==> config.mk <==
export PLATFORM = sky130hd
export DESIGN_NAME = seg_scan_driver
export DESIGN_NICKNAME = d
export VERILOG_FILES = /design/src/rtl/seg_pkg.sv /design/src/rtl/seg_scan_timer.sv /design/src/rtl/seg_scan_driver.sv
export SDC_FILE = /design/constraint.sdc
export NUM_CORES = 1
export LEC_CHECK = 0
export ABC_AREA = 1
export BUFFER_PORTS_ARGS = -buffer_cell sky130_fd_sc_hd__buf_2
export CAP_MARGIN = 10
export CELL_PAD_IN_SITES_DETAIL_PLACEMENT = 1
export CELL_PAD_IN_SITES_GLOBAL_PLACEMENT = 1
export CORE_ASPECT_RATIO = 1.1
export CORE_UTILIZATION = 43
export DETAILED_ROUTE_END_ITERATION = 12
export PLACE_DENSITY_LB_ADDON = 0.1
export SETUP_SLACK_MARGIN = 0.02
export SYNTH_ARGS = -nofsm -noshare
export SYNTH_HDL_FRONTEND = slang
export SYNTH_SLANG_ARGS = --single-unit
==> constraint.sdc <==
create_clock -name clk -period 2.45 [get_ports clk]
set_input_delay 0 -clock clk [delete_from_list [all_inputs] [get_ports clk]]
set_output_delay 0 -clock clk [all_outputs]
set_load 0.1 [all_outputs]
==> src/rtl/seg_pkg.sv <==
// Shared types and constants for the four-digit segment scan path.
// Segment patterns are active-low [0:6]; enables are active-low one-hot {o4,o3,o2,o1}.
package seg_pkg;

  localparam int DIGIT_COUNT = 4;

  typedef logic [0:6] seg_t;
  typedef logic [1:0] digit_idx_t;
  typedef logic [3:0] dig_en_t;

  typedef enum logic {
    PH_BLANK = 1'b0,
    PH_DRIVE = 1'b1
  } phase_e;

  localparam seg_t SEG_BLANK = 7'b1111111;
  localparam seg_t SEG_DASH  = 7'b1111110;

  localparam dig_en_t EN_D1   = 4'b1110;
  localparam dig_en_t EN_D2   = 4'b1101;
  localparam dig_en_t EN_D3   = 4'b1011;
  localparam dig_en_t EN_D4   = 4'b0111;
  localparam dig_en_t EN_NONE = 4'b1111;

  function automatic dig_en_t digit_enable(input digit_idx_t idx);
    dig_en_t en;
    case (idx)
      2'd0:    en = EN_D1;
      2'd1:    en = EN_D2;
      2'd2:    en = EN_D3;
      default: en = EN_D4;
    endcase
    return en;
  endfunction

endpackage

==> src/rtl/seg_scan_timer.sv <==
// Slot timer: cnt counts 0..SCAN_DIV-1 per digit slot, idx steps digits 0..3 on wrap.
// Phase/snapshot strobe are combinational from state; free-running, no backpressure.
module seg_scan_timer
  import seg_pkg::*;
#(
  parameter int SCAN_DIV     = 50000,
  parameter int BLANK_CYCLES = 500
) (
  input  logic       clk,
  input  logic       rst,
  output phase_e     phase_o,
  output digit_idx_t idx_o,
  output logic [1:0] cnt_lsb_o,
  output logic       snap_o
);

  localparam int CW = $clog2(SCAN_DIV);
  localparam logic [CW-1:0] CNT_LAST  = CW'(SCAN_DIV - 1);
  localparam logic [CW-1:0] CNT_BLANK = CW'(BLANK_CYCLES);

  logic [CW-1:0] cnt_q, cnt_d;
  digit_idx_t    idx_q, idx_d;
  logic          wrap;

  always_comb begin
    wrap  = (cnt_q == CNT_LAST);
    cnt_d = wrap ? '0 : cnt_q + CW'(1);
    idx_d = wrap ? digit_idx_t'(idx_q + 2'd1) : idx_q;
  end

  always_ff @(posedge clk or negedge rst) begin
    if (!rst) begin
      cnt_q <= '0;
      idx_q <= '0;
    end else begin
      cnt_q <= cnt_d;
      idx_q <= idx_d;
    end
  end

  assign phase_o   = (cnt_q < CNT_BLANK) ? PH_BLANK : PH_DRIVE;
  assign idx_o     = idx_q;
  assign cnt_lsb_o = cnt_q[1:0];
  // Frame start: first cycle of digit 1, always inside the blank window.
  assign snap_o    = (cnt_q == '0) && (idx_q == '0);

endmodule

==> src/rtl/seg_scan_driver.sv <==
// Four-digit segment scanner: per-frame tear-free snapshot, blanked digit slots; outputs 1-cycle registered.
// No backpressure (inputs sampled at frame start); SEG_DIM_EN adds dim[1:0] duty control within DRIVE.
module seg_scan_driver
  import seg_pkg::*;
#(
  parameter int SCAN_DIV     = 50000,
  parameter int BLANK_CYCLES = 500
) (
  input  logic       clk,
  input  logic       rst,
`ifdef SEG_DIM_EN
  input  logic [1:0] dim,
`endif
  input  logic [0:6] b1,
  input  logic [0:6] b2,
  input  logic [0:6] b3,
  input  logic [0:6] b4,
  output logic [0:6] bcd,
  output logic       o1,
  output logic       o2,
  output logic       o3,
  output logic       o4,
  output logic       frame_tick
);

  phase_e     phase;
  digit_idx_t idx;
  logic [1:0] cnt_lsb;
  logic       snap;

  seg_scan_timer #(
    .SCAN_DIV     (SCAN_DIV),
    .BLANK_CYCLES (BLANK_CYCLES)
  ) u_timer (
    .clk       (clk),
    .rst       (rst),
    .phase_o   (phase),
    .idx_o     (idx),
    .cnt_lsb_o (cnt_lsb),
    .snap_o    (snap)
  );

  seg_t    b_in [DIGIT_COUNT];
  seg_t    sh_q [DIGIT_COUNT];
  seg_t    sh_d [DIGIT_COUNT];
  seg_t    bcd_q, bcd_d;
  dig_en_t en_q, en_d;
  logic    tick_q, tick_d;
  logic    drive;

  assign b_in[0] = b1;
  assign b_in[1] = b2;
  assign b_in[2] = b3;
  assign b_in[3] = b4;

`ifndef SEG_DIM_EN
  logic cnt_lsb_unused;
  assign cnt_lsb_unused = ^cnt_lsb;
`endif

  always_comb begin
    drive = (phase == PH_DRIVE);
`ifdef SEG_DIM_EN
    // Dimming gates the enable on the low counter bits, so duty is (dim+1)/4.
    drive = drive && (cnt_lsb <= dim);
`endif
    en_d   = drive ? digit_enable(idx) : EN_NONE;
    bcd_d  = drive ? sh_q[idx] : SEG_BLANK;
    tick_d = snap;
    for (int i = 0; i < DIGIT_COUNT; i++) begin
      sh_d[i] = snap ? b_in[i] : sh_q[i];
    end
  end

  always_ff @(posedge clk or negedge rst) begin
    if (!rst) begin
      for (int i = 0; i < DIGIT_COUNT; i++) begin
        sh_q[i] <= SEG_BLANK;
      end
      bcd_q  <= SEG_BLANK;
      en_q   <= EN_NONE;
      tick_q <= 1'b0;
    end else begin
      for (int i = 0; i < DIGIT_COUNT; i++) begin
        sh_q[i] <= sh_d[i];
      end
      bcd_q  <= bcd_d;
      en_q   <= en_d;
      tick_q <= tick_d;
    end
  end

  assign {o4, o3, o2, o1} = en_q;
  assign bcd              = bcd_q;
  assign frame_tick       = tick_q;

endmodule

---- Word level (Yosys, flattened, before mapping) ----
Cells that the tools add are included.
Widths: inputs -> output; s select.
cells by class
  add/sub/neg operators ................... 2
  magnitude comparators ................... 2
  equality and inequality tests ........... 3
  muxes and demuxes ....................... 7
  bitwise gates (word level) .............. 1
  reduce and logical (&&, ||, !) cells .... 3
operator list
  cell                   count
  $mux 7                 3
  $add 16x1->16 const B  1
  $eq 16x16->1 const B   1
  $logic_not 16->1       1
  $lt 16x9->1 const B    1
  $mux 16                1
  $bmux 7 s2             1
  $pmux 4 s3             1
  $mux 4                 1
  $ge 3x3->1 const B     1
  $not 2->3              1
  $add 2x1->2 const B    1
  $eq 2x1->1 const B     1
  $eq 2x2->1 const B     1
  $logic_not 2->1        1
  $logic_and 1x1->1      1
storage, ports and cells
  bits in registers ....................... 58
  bits of input ports ..................... 30
  output and inout bits ................... 12
  logic and storage cells ................. 27

---- Longest topological paths before layout ----
Gate-level depths: netlist of run 1.
  depth after elaboration ................. 5
  depth in mapped cells ................... 11
  mapped depth without buffers ............ 8

---- Hierarchy ----
A second synthesis of run 1 with hierarchy kept.
unflattened totals
  cells, all modules ...................... 293
  area total of the unflattened synthesis .. 2877.8 um2
modules (own cells, without submodules)
  module           times used  cells each  area each (um2)  sequential area each (um2)
  seg_scan_driver  1           145         1804.2           1049.8
  seg_scan_timer   1           148         1073.5           450.4

---- Worst setup path after synthesis of run 1 ----
Ideal clock, no wire load.
  path kind ............................... reg2reg
  start point ............................. register u_timer.idx_q[0] (netlist: u_timer.idx_o[0])
  end point ............................... register sh_q[10] (netlist name)
  setup time .............................. 0.076 ns
  arrival time ............................ 1.711 ns
  required time ........................... 2.374 ns
  slack ................................... 0.663 ns
  cell stages (with the launch flop) ...... 12
  buffers on the path ..................... 4
  period minus slack after synthesis ...... 1.787 ns
  cells stage by stage .................... dfrtp_1 > clkbuf_1 > inv_1 > buf_2 > ha_1 > nand3_1 > nor2_1 > nand3_2 > buf_6 > buf_8 > nand2_2 > nand2_1
on the way
  word-level cells in the longest chain between the ends .. 2
RTL lines
  item                           RTL line               source
  start, declared                seg_scan_timer.sv:22   digit_idx_t idx_q, idx_d;
  start signal, assigned         seg_scan_timer.sv:37   idx_q <= idx_d;
  $logic_not 2->1                seg_scan_timer.sv:45   assign snap_o = (cnt_q == '0) && (idx_q == '0);
  $logic_and 1x1->1              seg_scan_timer.sv:45
  end signal, assigned by index  seg_scan_driver.sv:85  sh_q[i] <= sh_d[i];
  end, declared                  seg_scan_driver.sv:44  seg_t sh_q [DIGIT_COUNT];
No other way between the ends.
A chain may end at the register's enable or synchronous reset.

---- Worst setup path after layout of run 1 ----
  start point ............................. register u_timer.idx_q[1] (netlist: u_timer.idx_o[1])
  end point ............................... register sh_q[6] (netlist name)
The elaborated chain is that of the path after synthesis.

==> results of run 1 <==
## stage by stage
stage	instance area [um2]	util (%)
after floorplan	2940	-
after global placement	3190	48.3
after detailed placement	3190	48.3
after CTS	3650	55.4
after global routing	3650	55.4
final	3650	55.4
## repair_timing
item,CTS,global route
setup buffers,0,0
endpoints found under the hold margin,67,0
hold buffers,29,0
## cells by family after synthesis
kind of cell | after synthesis | share of synthesized area, %
XOR/XNOR | 5 | 1.49
flip-flops | 58 | 51.0
buffers and inverters | 48 | 8.25
AND/OR/NAND/NOR | 207 | 31.8
AO/OA/AOI/OAI | 25 | 4.51
adder cells (fa/ha/maj) | 7 | 2.98
## power groups by stage
| stage | Combinational (mW) | Sequential (mW) | Clock [mW] |
|---|---|---|---|
| global route | 0.122 | 1.02 | 0.865 |
| floorplan | 0.0226 | 1.03 | 0 |
| global placement | 0.0686 | 1.03 | 0 |
| detailed placement | 0.0715 | 1.03 | 0 |
| finish | 0.109 | 1.02 | 0.801 |
| CTS | 0.107 | 1.02 | 0.817 |
## routing by layer
metal	up-vias	share of wire [%]	global-route usage, %
met4	0	1.8	10.7
met5	-	0	0
met2	51	49	42.2
li1	1266	-	-
met3	13	2.5	3.51
met1	1263	47	31.5
## area by class of cell
type                    count  area (um2)  share of cell area (%)
clock inverters             2        12.5                   0.343
inverters                  31         116                    3.19
repair buffers             78         556                    15.2
well taps                  82         103                    2.81
multi-input cells         244        1200                    32.9
flip-flops and latches     58        1500                    41.1
clock buffers              14         163                    4.45
## critical path: stages (launching register included)
cell      delay, ns
dfrtp_1        0.50
clkinv_1       0.11
ha_1           0.15
nand3_1        0.09
nor2_2         0.12
nand3_2        0.58
nand2_1        0.26
nand2_1        0.08
## state kept, by name (all words and copies together) (netlist names)
signal	cells
bcd	7
u_timer.idx_o	2
frame_tick	1
sh_q	28
u_timer.cnt_q	16
en_q	4
## placed cells by master (no fill, tap or decap)
| cell | count |
|---|---|
| ha_1 | 7 |
| nand3_2 | 1 |
| or2_4 | 1 |
| nor2_1 | 23 |
| clkbuf_8 | 11 |
| clkinv_1 | 1 |
| buf_2 | 41 |
| clkinv_2 | 1 |
| buf_4 | 8 |
| o21bai_1 | 3 |
| nor2_4 | 2 |
| nand3_1 | 16 |
| nand4_1 | 33 |
| o21ai_0 | 7 |
| nor3_1 | 2 |
| nand2_2 | 9 |
| clkinvlp_4 | 1 |
| nor2_2 | 3 |
| inv_2 | 2 |
| dfstp_2 | 39 |
| dlygate4sd3_1 | 29 |
| a21oi_1 | 15 |
| xor2_1 | 5 |
| inv_1 | 28 |
| dfrtp_1 | 19 |
| clkbuf_1 | 3 |
| nand2_1 | 117 |
## path summary, 6_finish.rpt
kind | cells after the start | end | slack (ns)
worst max-delay path | 7 | sh_q[6] | 0.47
worst min register to register | 2 | sh_q[23] | 0.46
min in group clk | 4 | sh_q[1] | 0.44
worst max register to register | 7 | sh_q[6] | 0.47
max in group asynchronous | 3 | sh_q[26] | 1.88
worst min-delay path | 3 | u_timer.cnt_q[11] | 0.19
==> flow_summary_export.csv, run 1 <==
group,metric,value,unit
job,drv_cap,0,
die,core,0.00659,mm2
placement,dpl_worst_slack,0.500,ns
timing,holdWs,0.191,ns
power_and_ir_drop,intPower,1.48,mW
timing,fin_ws,0.469,ns
timing,finalSetupViolations,0,
critical_path,critPathMaxFanout,29,
timing,fin_skew,0.0108,ns
placement,dp_hpwl,5240,um
power_and_ir_drop,p_sw,0.444,mW
timing,fmax,505,MHz
cts,worstSkewPairLatency,0.34,ns
layout,antenna_cells,0,
routing,drt_iter0_markers,108,
critical_path,arrival,2.24,ns
logic_synthesis,yosys_register_bits,58,
logic_synthesis,synth_ff_type,"dfstp_2",
routing,wl_per_cell,15.7,um
power_and_ir_drop,seqPwrFrac,52.8,%
logic_synthesis,synth_top_area_share,34.8,%
logic_synthesis,yosysWarnings,0,
cts,tritoncts,"yes",
global_route,grt_usage,24.8,%
cts,ctsHtreeMaxLevel,3,
global_route,first_global_vias,2741,
timing,fin_setup_tns,0,ns
critical_path,cp.required,2.71,ns
cts,clock-root-buffer,"clkbuf_8",
worst_hold_path,min-delay-path-class,"primary input to async pin",
layout,drive_above_1_share,27.9,%
logic_synthesis,ys_top_cells_by_area,"dfstp_2, dfrtp_1, nand2_1",
global_route,grt_overflow,0,
timing,fin_crit,1.98,ns
timing,rsz0062_at_grt,"false",
timing,hold_viol_final,0,
global_route,antenna_found_initial,0,
critical_path,startpoint,"u_timer.idx_o[1]",
layout,fillerInstances,821,
timing,fin_crit_sh,80.8,%
routing,ant_nets,0,
timing,worst_slew_pin_slew,0.732,ns
logic_synthesis,synth_cell_types,25,
critical_path,critPathKind,"flip-flop to flip-flop",
routing,viasPerCell,5.09,
die,io_pins,42,
die,dieArea,0.00718,mm2
cts,clkTransAtPathRegs,0.07,ns
cts,post_cts_resize_count,0,
die,num_rows,31,
placement,gp_congestion,0.795,
global_route,grt_first_pass_wirelength,13200,um
logic_synthesis,async_flop_share,100,%
power_and_ir_drop,pwr-share-clk,41.6,%
layout,instances_no_fill,509,
power_and_ir_drop,p_leak,1.78,nW
logic_synthesis,post-synth-top-area-cell,"dfstp_2",
power_and_ir_drop,ir_drop,0.301,mV
critical_path,r2r_start,"u_timer.idx_o[1]",
global_route,grt_max_degree,33,
critical_path,cp-end-kind,"flip-flop",
logic_synthesis,synth_fp_nets,387,
power_and_ir_drop,swShare,23.0,%
logic_synthesis,ys_top_cells_by_count,"nand2_1, dfstp_2, nand4_1, inv_1, nor2_1",
logic_synthesis,syn-instance-count,350,
power_and_ir_drop,powerDensity,528,mW/mm2
status,status,"finished clean",
logic_synthesis,synth.avg_cell_area,8.41,um2
routing,via_count,2593,
logic_synthesis,synth.cell_area,0.00294,mm2
routing,wirelength,8020,um
critical_path,startpoint_type,"flip-flop",
routing,dr.pass1.iters,4,
cts,cts_made_buffers,9,
routing,drc,0,
die,start_util,44.6,%
layout,area_growth,24.1,%
layout,finalNetCount,459,
logic_synthesis,yosysSeqAreaShare,51.0,%
die,fp.dieW,80.9,um
logic_synthesis,yosysMostFrequentCell,"nand2_1",
timing,max_slew_margin,51.1,%
power_and_ir_drop,finalPower,1.93,mW
power_and_ir_drop,p_comb_share,5.6,%
die,fp.dieH,88.8,um
cts,numClockSinks,58,
timing,finalMaxSlewViolations,0,
cts,cts_buffer_depth,2,
logic_synthesis,synth-edff-count,0,
placement,place_inst,464,
placement,numPortBuffers,41,
Power figures use the tool's default switching activity.
==> inputs of run 2 (changes only) <==
Settings changed: CORE_UTILIZATION 43 to 38.
Clock period 2.45 ns to 1.7 ns, I/O delays scaled along.
==> run 2 against run 1 <==
  * Total power rose by 51%
  * Final cell count rose by 5.5%
  * Non-clock buffer count rose by 5
  * Combinational power rose by 46%
  * Setup slack got worse by 0.24 ns
  * First-iteration DRC count fell by 41%
  * Via count rose by 1.1%
  * Hold slack got worse by 0.017 ns
  * Wire length rose by 7.3%
  * Fmax rose by 35%
  * Critical path depth fell by 1
  * Cell area rose by 3.6%
==> flow_summary_export.csv, run 2 (synthesis results as in run 1) <==
group,metric,value,unit
status,status,"finished clean",
power_and_ir_drop,powerDensity,768,mW/mm2
die,io_pins,42,
layout,largest-register,"sh_q",
die,num_rows,33,
timing,worst_slew_pin_slew,0.512,ns
routing,wirelength,8600,um
power_and_ir_drop,seqPwrFrac,50.5,%
critical_path,arrival,1.74,ns
cts,post_cts_resize_count,0,
die,dieArea,0.00810,mm2
timing,max_slew_margin,65.9,%
global_route,first_global_vias,2858,
worst_hold_path,min-delay-path-class,"primary input to async pin",
timing,hold_viol_final,0,
timing,rsz0062_at_grt,"false",
routing,dr.pass1.iters,4,
cts,worstSkewPairLatency,0.34,ns
power_and_ir_drop,pwr-share-clk,44.1,%
cts,tritoncts,"yes",
cts,ctsHtreeMaxLevel,3,
cts,cts_buffer_depth,2,
timing,fmax,680,MHz
layout,postLayoutCellArea,0.00378,mm2
critical_path,cp-end-kind,"flip-flop",
timing,finalSetupViolations,0,
routing,drt_iter0_markers,64,
timing,fin_crit_sh,86.5,%
timing,fin_setup_tns,0,ns
power_and_ir_drop,p_leak,1.84,nW
power_and_ir_drop,p_comb_share,5.5,%
critical_path,slowest_stage,"dfrtp_1",
critical_path,worstPathCellList,"nor2_1, nand2_1, nor2_2, buf_4, nand4_1, nand2_1",
critical_path,reg2reg_to,"sh_q[25]",
power_and_ir_drop,ir_drop,0.371,mV
die,start_util,39.4,%
die,fp.dieH,94.3,um
cts,ctsHoldBuffers,29,
critical_path,critPathKind,"flip-flop to flip-flop",
critical_path,critPathMaxFanout,20,
layout,finalNetCount,464,
layout,drive_above_1_share,29.2,%
critical_path,cpMostUsedCell,"nand2_1",
power_and_ir_drop,p_sw,0.635,mW
cts,cts_made_buffers,9,
layout,final_cell_mix,"nand2_1, buf_2, dfstp_2",
global_route,antenna_found_initial,0,
critical_path,rrSetupSlack,0.23,ns
power_and_ir_drop,intPower,2.27,mW
routing,via_count,2622,
layout,antenna_cells,0,
timing,holdWs,0.174,ns
critical_path,worst_r2r_path_depth,6,
placement,numPortBuffers,41,
layout,area_growth,28.6,%
routing,wl_per_cell,16.0,um
die,core,0.00747,mm2
placement,gp_congestion,0.824,
power_and_ir_drop,finalPower,2.91,mW
routing,viasPerCell,4.88,
critical_path,cp_slowest_stage_delay,0.43,ns
routing,ant_nets,0,
cts,clkTransAtPathRegs,0.07,ns
global_route,grt_usage,23.4,%
job,drv_cap,0,
placement,dpl_cell_area,0.00329,mm2
layout,largest_reg_flops,28,
die,fp.dieW,85.9,um
placement,dp_hpwl,5650,um
global_route,grt_max_degree,41,
critical_path,r2r_start,"u_timer.cnt_q[13]",
timing,fin_crit,1.47,ns
routing,drc,0,
global_route,grt_first_pass_wirelength,14200,um
layout,final_common_cell,"nand2_1",
cts,numClockSinks,58,
critical_path,startpoint_type,"flip-flop",
cts,cts_setup_buffers,0,
timing,fin_skew,0.0109,ns
cts,clock-root-buffer,"clkbuf_8",
power_and_ir_drop,swShare,21.8,%
timing,finalMaxSlewViolations,0,
critical_path,cp.required,1.97,ns
global_route,grt_overflow,0,
## run 2: changes by cell type in the layout (fill, tap and decap cells not counted)
cell and delta:
buf_4 +2, buf_12 +3, clkbuf_8 +1, inv_1 -1, clkbuf_1 -1, clkbuf_16 +1
inv_2 +1, clkinvlp_4 -1
## run 2: cell type report
| class | instances | area (um2) |
|---|---|---|
| Sequential cell | 58 | 1500 |
| Clock buffer | 15 | 198 |
| Clock inverter | 1 | 5.00 |
| Inverter | 31 | 116 |
| Multi-Input combinational cell | 244 | 1200 |
| Tap cell | 105 | 131 |
| Fill cell | 929 | 3690 |
| Timing Repair Buffer | 83 | 631 |
## run 2: power by group through the flow
stage / Sequential, mW / Combinational (mW) / Clock [mW]
finish: 1.47 / 0.159 / 1.28
CTS: 1.47 / 0.160 / 1.33
detailed placement: 1.49 / 0.109 / 0
global placement: 1.49 / 0.106 / 0
floorplan: 1.48 / 0.0325 / 0
global route: 1.47 / 0.179 / 1.36
## run 2: worst max-delay path, delay by kind of cell, from the launching register on
family,cells,cell delay [ns]
and+or+nand+nor,5,0.67
DFF,1,0.43
buffers and inverters,1,0.30
## run 2: worst max path at each step
stage	startpoint	endpoint	slack, ns
floorplan	u_timer.idx_o[0]	sh_q[10]	0.04
global placement	u_timer.cnt_q[13]	sh_q[2]	0.25
detailed placement	u_timer.cnt_q[13]	sh_q[25]	0.22
CTS	u_timer.cnt_q[13]	sh_q[25]	0.21
global route	u_timer.cnt_q[13]	sh_q[10]	0.1
finish	u_timer.cnt_q[13]	sh_q[25]	0.23
## run 2: layer usage
metal  wire length, um  up-vias  track usage, %
met3               193       11            2.99
met5                 0        -               0
met1              3750     1293            27.7
met2              4490       39            42.3
met4               163        0            9.86
li1                  -     1279               -
## run 2: through the flow
step	utilization [%]	cells	setup slack [ns]
6_report	50.6	537	0.230
5_1_grt	50.6	537	0.0956
4_1_cts	50.6	537	0.209
3_5_place_dp	44.0	492	0.222
3_3_place_gp	44.0	492	0.245
2_1_floorplan	-	350	0.0353
==> inputs of run 3 (changes only) <==
Settings changed: CORE_ASPECT_RATIO 1.1 to 0.75, MAX_ROUTING_LAYER from default to met4.
==> run 3 against run 2 <==
  * Wire length about the same
  * Global-route usage increased by 0.81 points
  * Core utilization increased by 0.92 points
  * First-iteration DRC count increased by 77%
  * Register-to-register slack got worse by 0.03 ns
  * Clock skew decreased by 0.0011 ns
  * Hold slack improved by 0.0093 ns
  * Highest routed layer unchanged
==> flow_summary_export.csv, run 3 (synthesis results as in run 1) <==
group,metric,value,unit
placement,dp_hpwl,5500,um
layout,postLayoutCellArea,0.00383,mm2
layout,finalNetCount,469,
die,io_pins,42,
job,drv_cap,0,
power_and_ir_drop,p_leak,1.87,nW
layout,largest_reg_flops,28,
cts,worstSkewPairLatency,0.35,ns
critical_path,critPathKind,"flip-flop to flip-flop",
routing,drc,0,
routing,via_count,2637,
critical_path,critPathTopFamily,"simple AND/OR/NAND/NOR gates",
layout,area_growth,30.2,%
cts,numClockSinks,58,
cts,cts_made_buffers,9,
critical_path,worstPathCellList,"nor2_1, buf_4, nand3_1, inv_1, nand3_1, nand2_1, nor2_1",
critical_path,crit_buf_inv,2,
global_route,first_global_vias,2737,
power_and_ir_drop,powerDensity,782,mW/mm2
critical_path,critPathMaxFanout,5,
cts,tritoncts,"yes",
routing,met1_length,4290,um
layout,drive_above_1_share,30.2,%
placement,numPortBuffers,41,
critical_path,r2r_start,"u_timer.cnt_q[11]",
timing,fin_crit_sh,88.5,%
layout,final_common_cell,"nand2_1",
timing,worst_slew_pin_slew,0.491,ns
critical_path,slowest_stage,"dfrtp_1",
power_and_ir_drop,finalPower,3.00,mW
critical_path,arrival,1.74,ns
critical_path,reg2reg_to,"u_timer.cnt_q[9]",
timing,fin_setup_tns,0,ns
cts,ctsHtreeMaxLevel,3,
global_route,antenna_found_initial,0,
cts,cts_buffer_depth,2,
routing,dr.pass1.iters,4,
global_route,grt_overflow,0,
global_route,grt_max_degree,59,
timing,max_slew_margin,67.5,%
die,dieArea,0.00810,mm2
placement,dpl_cell_area,0.00332,mm2
layout,largest-register,"sh_q",
timing,fin_skew,0.00988,ns
critical_path,startpoint_type,"flip-flop",
die,start_util,39.6,%
die,core,0.00743,mm2
layout,fillerInstances,918,
power_and_ir_drop,ir_drop,0.467,mV
timing,finalSetupViolations,0,
layout,utilization,51.5,%
placement,gp_congestion,0.851,
timing,hold_viol_final,0,
cts,cts_setup_buffers,0,
routing,route.met2.wl,3820,um
critical_path,cp-end-kind,"flip-flop",
routing,wirelength,8590,um
critical_path,cp.required,1.94,ns
global_route,grt_usage,24.2,%
global_route,grt_first_pass_wirelength,14300,um
cts,clock-root-buffer,"clkbuf_8",
routing,wl_per_cell,16.0,um
critical_path,cp_slowest_stage_delay,0.46,ns
cts,clkTransAtPathRegs,0.07,ns
critical_path,rrSetupSlack,0.20,ns
status,status,"finished clean",
timing,finalMaxSlewViolations,0,
layout,final_cell_mix,"nand2_1, buf_2, dfstp_2",
timing,rsz0062_at_grt,"false",
layout,antenna_cells,0,
routing,ant_nets,0,
routing,viasPerCell,4.90,
routing,top_layer,"met4",
routing,dr_wl_met3,391,um
timing,fmax,665,MHz
critical_path,worst_r2r_path_depth,7,
worst_hold_path,min-delay-path-class,"primary input to async pin",
die,fp.dieH,78.2,um
die,num_rows,27,
timing,fin_crit,1.50,ns
routing,drt_iter0_markers,113,
die,fp.dieW,104,um
[run 3: final cells by class]
class                      count  area [um2]  share of cell area, %
sequential                    58        1500                   39.2
tap                          101         126                   3.30
timing repair buffer          88         672                   17.5
inverter                      31         116                   3.04
clock buffer                  12         166                   4.34
multi-input combinational    244        1200                   31.4
clock inverter                 4        47.5                   1.24
[run 3: worst reg2reg max path, cell delays in order (launching register included)]
cell and delay (ns):
dfrtp_1 0.46, nor2_1 0.16, buf_4 0.15, nand3_1 0.16
inv_1 0.09, nand3_1 0.19, nand2_1 0.14, nor2_1 0.04
[run 3: timing repair]
action	in CTS	in global routing
endpoints found under the hold margin	86	0
resized for setup	0	1
hold buffers	29	0
endpoints found under the setup margin	0	3
[run 3: worst max path at each step]
| stage | start | to | slack, ns | depth (start not counted) |
|---|---|---|---|---|
| after global routing | u_timer.cnt_q[0] | u_timer.cnt_q[12] | 0.04 | 8 |
| after floorplan | u_timer.idx_o[0] | sh_q[10] | 0.04 | 11 |
| after detailed placement | u_timer.cnt_q[13] | sh_q[4] | 0.19 | 6 |
| after CTS | u_timer.cnt_q[13] | sh_q[22] | 0.18 | 6 |
| final | u_timer.cnt_q[11] | u_timer.cnt_q[9] | 0.20 | 7 |
| after global placement | u_timer.cnt_q[13] | sh_q[4] | 0.21 | 6 |
[run 3: per-layer routing]
layer	up-vias	global-route usage, %
met3	13	6.15
met5	-	-
met1	1269	33.1
li1	1288	-
met2	67	36.4
met4	0	4.78
[run 3: metrics by stage]
stage,worst slack [ns],hold WS [ns],instances
after floorplan,0.0353,-0.296,350
after global placement,0.213,0.0335,493
after detailed placement,0.192,0.0300,493
after CTS,0.175,0.193,538
after global routing,0.0443,0.208,538
final,0.195,0.183,538
[run 3: power by group]
group	internal (mW)	switching [mW]
clock	0.801	0.572
combinational	0.0897	0.0706
sequential	1.44	0.0205
